### src/rtl/pkg_ula.sv
// Shared constants and entry layout for the logic-unit result path.
// Optional macro RESULTADO_PARIDADE_EN adds a stored parity flag to each entry.
package pkg_ula;

   localparam int LARGURA_ULA = 8;

   localparam int FLAG_ZERO = 0;
   localparam int FLAG_NEG  = 1;
   localparam int FLAG_PAR  = 2;

`ifdef RESULTADO_PARIDADE_EN
   localparam int NUM_FLAGS = 3;
`else
   localparam int NUM_FLAGS = 2;
`endif

   typedef struct packed {
      logic [LARGURA_ULA-1:0] dado;
      logic [NUM_FLAGS-1:0]   flags;
   } entrada_ula_t;

endpackage

### src/rtl/fifo_resultado_ula.sv
// Generic synchronous FIFO: storage array, read/write pointers, occupancy and flush.
// Storage is never cleared; only pointers and occupancy are reset.
module fifo_resultado_ula #(
   parameter int LARGURA_ENTRADA = 10,
   parameter int PROFUNDIDADE    = 4
) (
   input  logic                             clk,
   input  logic                             rst_n,
   input  logic                             limpar,
   input  logic                             escrever,
   input  logic                             ler,
   input  logic [LARGURA_ENTRADA-1:0]       din,
   output logic [LARGURA_ENTRADA-1:0]       dout,
   output logic                             cheio,
   output logic                             vazio,
   output logic [$clog2(PROFUNDIDADE):0]    ocupacao
);

   localparam int PW = $clog2(PROFUNDIDADE);
   localparam logic [PW:0]   OCUP_MAX = (PW+1)'(PROFUNDIDADE);
   localparam logic [PW:0]   OCUP_UM  = (PW+1)'(1);
   localparam logic [PW-1:0] PTR_UM   = PW'(1);

   logic [LARGURA_ENTRADA-1:0] mem [PROFUNDIDADE];
   logic [PW-1:0]              ptr_esc;
   logic [PW-1:0]              ptr_lei;
   logic                       push;
   logic                       pop;

   assign cheio = (ocupacao == OCUP_MAX);
   assign vazio = (ocupacao == '0);
   assign push  = escrever & ~cheio;
   assign pop   = ler & ~vazio;

   // Depth is a power of two, so pointers wrap naturally at PW bits.
   always_ff @(posedge clk) begin
      if (!rst_n || limpar) begin
         ptr_esc  <= '0;
         ptr_lei  <= '0;
         ocupacao <= '0;
      end else begin
         if (push)
            ptr_esc <= ptr_esc + PTR_UM;
         if (pop)
            ptr_lei <= ptr_lei + PTR_UM;
         case ({push, pop})
            2'b10:   ocupacao <= ocupacao + OCUP_UM;
            2'b01:   ocupacao <= ocupacao - OCUP_UM;
            default: ocupacao <= ocupacao;
         endcase
      end
   end

   always_ff @(posedge clk) begin
      if (rst_n && !limpar && push)
         mem[ptr_esc] <= din;
   end

   assign dout = mem[ptr_lei];

endmodule

### src/rtl/buffer_resultado_ula.sv
// Result buffer behind the XOR/AND/OR units: flags computed at capture, queued, gated when empty.
// Optional macro RESULTADO_PARIDADE_EN adds the out_paridade port and stored parity.
module buffer_resultado_ula
   import pkg_ula::*;
#(
   parameter int LARGURA      = LARGURA_ULA,
   parameter int PROFUNDIDADE = 4
) (
   input  logic                          clk,
   input  logic                          rst_n,
   input  logic                          limpar,
   input  logic                          in_valid,
   output logic                          in_ready,
   input  logic [LARGURA-1:0]            in_dado,
   output logic                          out_valid,
   input  logic                          out_ready,
   output logic [LARGURA-1:0]            out_dado,
   output logic                          out_zero,
   output logic                          out_neg,
`ifdef RESULTADO_PARIDADE_EN
   output logic                          out_paridade,
`endif
   output logic [$clog2(PROFUNDIDADE):0] ocupacao
);

   typedef struct packed {
      logic [LARGURA-1:0]   dado;
      logic [NUM_FLAGS-1:0] flags;
   } entrada_t;

   entrada_t entrada;
   entrada_t cabeca;
   logic     cheio;
   logic     vazio;

   // Flags are frozen at capture so the consumer sees exactly what the ALU produced.
   always_comb begin
      entrada                  = '0;
      entrada.dado             = in_dado;
      entrada.flags[FLAG_ZERO] = (in_dado == '0);
      entrada.flags[FLAG_NEG]  = in_dado[LARGURA-1];
`ifdef RESULTADO_PARIDADE_EN
      entrada.flags[FLAG_PAR]  = ^in_dado;
`endif
   end

   fifo_resultado_ula #(
      .LARGURA_ENTRADA ($bits(entrada_t)),
      .PROFUNDIDADE    (PROFUNDIDADE)
   ) u_fifo (
      .clk      (clk),
      .rst_n    (rst_n),
      .limpar   (limpar),
      .escrever (in_valid),
      .ler      (out_ready),
      .din      (entrada),
      .dout     (cabeca),
      .cheio    (cheio),
      .vazio    (vazio),
      .ocupacao (ocupacao)
   );

   assign in_ready  = ~cheio;
   assign out_valid = ~vazio;

   // Stale storage is never exposed: everything reads zero while the queue is empty.
   always_comb begin
      out_dado = '0;
      out_zero = 1'b0;
      out_neg  = 1'b0;
`ifdef RESULTADO_PARIDADE_EN
      out_paridade = 1'b0;
`endif
      if (!vazio) begin
         out_dado = cabeca.dado;
         out_zero = cabeca.flags[FLAG_ZERO];
         out_neg  = cabeca.flags[FLAG_NEG];
`ifdef RESULTADO_PARIDADE_EN
         out_paridade = cabeca.flags[FLAG_PAR];
`endif
      end
   end

endmodule

### config.mk
export PLATFORM = sky130hd
export DESIGN_NAME = buffer_resultado_ula
export DESIGN_NICKNAME = d
export VERILOG_FILES = /design/src/rtl/pkg_ula.sv /design/src/rtl/fifo_resultado_ula.sv /design/src/rtl/buffer_resultado_ula.sv
export SDC_FILE = /design/constraint.sdc
export NUM_CORES = 1
export LEC_CHECK = 0
export BUFFER_PORTS_ARGS = -buffer_cell sky130_fd_sc_hd__clkbuf_2
export CORE_ASPECT_RATIO = 0.9
export CORE_MARGIN = 10
export CORE_UTILIZATION = 59
export CTS_BUF_LIST = sky130_fd_sc_hd__clkbuf_16
export DETAILED_ROUTE_END_ITERATION = 12
export GPL_TIMING_DRIVEN = 1
export PLACE_DENSITY = 0.82
export SLEW_MARGIN = 20
export SYNTH_ARGS = -nofsm -noshare
export SYNTH_HDL_FRONTEND = slang
export SYNTH_SLANG_ARGS = --single-unit
### constraint.sdc
create_clock -name clk -period 4.6 [get_ports clk]
set_input_delay 0.23 -clock clk [delete_from_list [all_inputs] [get_ports clk]]
set_output_delay 0.23 -clock clk [all_outputs]
set_load 0.005 [all_outputs]
==> impl_metrics.csv <==
group,metric,value,unit
outcome,status,"completed",
routing,first_pass_iters,4,
global_routing,gr-usage-met3,6.95,%
clock_tree,holdBufCountCts,0,
global_routing,grt_max_degree,15,
pwr,internal_power,720,uW
clock_tree,cts_setup_buffers,0,
clock_tree,cts_root_buffer,"clkbuf_16",
synth,synth_flop_cell,"edfxtp_1",
setup_path,worstSetupPathType,"flop to flop",
synth,syn_area,1880,sq um
timing,period_share,56.0,%
synth,ys_ff_latch,45,
routing,wl_per_cell,19.2,um
finish,syn2layout_area_growth,18.0,%
routing,drt-initial-drc-count,80,
global_routing,grt_pass1_vias,1164,
setup_path,crit_required,4800,ps
synth,ys_types,27,
pwr,combPwrFrac,5.8,%
pwr,p_sw,170,uW
routing,ant_nets,0,
routing,wirelength,3.62,mm
clock_tree,numClockSinks,45,
pwr,pwr_density_cell,401,nW/um^2
routing,route.vias.total,1067,
timing,finalSetupViolCount,0,
synth,synth.avg_cell_area,16.4,sq um
worst_hold_path,hold_path_class,"input port to flop",
synth,yosysWarnings,0,
synth,synth_edf_count,36,
synth,synthCells,115,
routing,vias_per_cell,5.65,
clock_tree,htreeDepth,2,
timing,period_needed,2580,ps
clock_tree,post_cts_resized,0,
floorplanning,dieArea,5850,sq um
pwr,seqPwrFrac,50.3,%
pwr,switching_share,19.2,%
floorplanning,num_rows,19,
finish,n_fill_cell,202,
global_routing,grt_usage,13.4,%
timing,finalClockSkew,5.49,ps
floorplanning,die_width,79.5,um
floorplanning,ios,28,
pwr,p_leak,0.000841,uW
setup_path,worst-path-max-fanout,7,
finish,final_cell_mix,"edfxtp_1, clkbuf_2, mux4_2, dfxtp_1",
finish,fin_nets,165,
clock_tree,cts.reportedPaths.clkPinSlew,60,ps
synth,synth.net_count,134,
clock_tree,clk_latency,280,ps
global_routing,use_met2,23.1,%
timing,rsz0062_at_grt,"no",
timing,fmax,0.388,GHz
place,routabilityCongestion,0.691,
global_routing,use_met1,13.4,%
finish,diodes,0,
pwr,max-vdd-ir-drop,0.000315,V
synth,synthArstFlopShare,0,%
place,dp_hpwl,2.51,mm
clock_tree,cts_buffers,5,
clock_tree,tritoncts,"built",
timing,max_slew_margin,59.7,%
finish,final_common_cell,"edfxtp_1",
pwr,clkPwrFrac,43.9,%
timing,drv_slew,0,
setup_path,critPathArrivalTime,2780,ps
routing,drcViolationCount,0,
floorplanning,initial_core_util,61.3,%
timing,hold_violations,0,
floorplanning,die_y,73.6,um
global_routing,antenna_found_initial,0,
setup_path,cp-end-kind,"flop",
global_routing,grt_overflow,0,
timing,fin_hold_ws,187,ps
place,port_buffers,27,
run,maxCapViolCount,0,
timing,tns,0,ps
setup_path,start_kind,"flop",
floorplanning,coreArea,3070,sq um
global_routing,grt_pass1_wl,5.75,mm
synth,yosysSeqAreaShare,67.1,%
finish,drive_gt1_share,34.7,%
clock_tree,cts.path.max_buffers,2,
timing,worstMarginPinSlew,604,ps
global_routing,grt.busiest_layer,"met2",
[synthesized netlist by cell type (2+ instances only)]
library cell	n	share of area, %
edfxtp_1	36	57
or4_1	2	0.80
nand2_1	3	0.60
inv_1	7	1.4
and3_2	4	1.6
nor2b_1	3	1.0
ha_1	5	3.3
dfxtp_1	9	9.6
clkbuf_1	2	0.40
mux4_2	9	11
a21oi_1	3	0.80
o21ai_0	5	1.3
and2b_1	8	3.2
nor2_1	4	0.80
xor2_1	2	0.93
nand4_1	2	0.67
[flip-flops by register name, indices dropped and copies added, names as in the netlist, named ones only]
signal,count
u_fifo.mem,36
u_fifo.ocupacao,3
u_fifo.ptr_esc,2
u_fifo.ptr_lei,2
[power by group through the flow]
| stage | Combinational (uW) | Clock [uW] | Sequential (uW) |
|---|---|---|---|
| 6_report | 51.4 | 391 | 448 |
| 5_1_grt | 57.8 | 407 | 449 |
| 4_1_cts | 52.1 | 393 | 448 |
| 3_5_place_dp | 50.9 | 0 | 457 |
| 3_3_place_gp | 47.9 | 0 | 456 |
| 2_1_floorplan | 28.4 | 0 | 455 |
[cell families after synthesis]
logic type	share of synthesized area (%)
XOR/XNOR	0.932
AND/OR/NAND/NOR	11.6
AO/OA/AOI/OAI	2.79
flip-flops	67.1
buffers and inverters	2.46
multiplexers	10.8
adder cells (fa/ha/maj)	4.39
[area by class of cell]
class / instances / area, sq um / area share (%)
Multi-Input combinational cell: 59 / 573 / 25.8
Inverter: 7 / 26.3 / 1.18
Timing Repair Buffer: 28 / 143 / 6.43
Clock buffer: 5 / 125 / 5.64
Tap cell: 42 / 52.6 / 2.37
Sequential cell: 45 / 1260 / 56.9
Clock inverter: 3 / 37.5 / 1.69
[critical path: stages (launching register included)]
cell     delay (ps)
dfxtp_1         380
or3b_4          420
and2_4          190
inv_1            70
ha_1            200
inv_1            70
fa_1            370
xor2_1          160
or3_2           420
a21oi_1         200
[per-layer routing]
metal,wire length [um],up-vias
li1,-,491
met1,1360,540
met2,1930,27
met3,266,9
met4,68,0
met5,0,-
[per-stage QoR]
| step | setup WS (ps) | utilization, % | instance area (sq um) | instances | power [uW] |
|---|---|---|---|---|---|
| global route | 1940 | 72.3 | 2220 | 189 | 913 |
| floorplan | 2290 | - | 1880 | 115 | 483 |
| detailed placement | 2150 | 67.0 | 2060 | 181 | 508 |
| finish | 2020 | 72.3 | 2220 | 189 | 890 |
| global placement | 2270 | 67.0 | 2060 | 181 | 504 |
| CTS | 2010 | 72.3 | 2220 | 189 | 894 |
[worst paths after layout]
kind	startpoint	to	slack, ps	cells after the start
max	u_fifo.ocupacao[2]	u_fifo.ocupacao[2]	2020	9
min	in_dado[6]	u_fifo.mem[2][8]	190	1
max reg2reg	u_fifo.ocupacao[2]	u_fifo.ocupacao[2]	2020	9
min reg2reg	u_fifo.ptr_lei[0]	flop	510	2
Power figures use the tool's default switching activity.
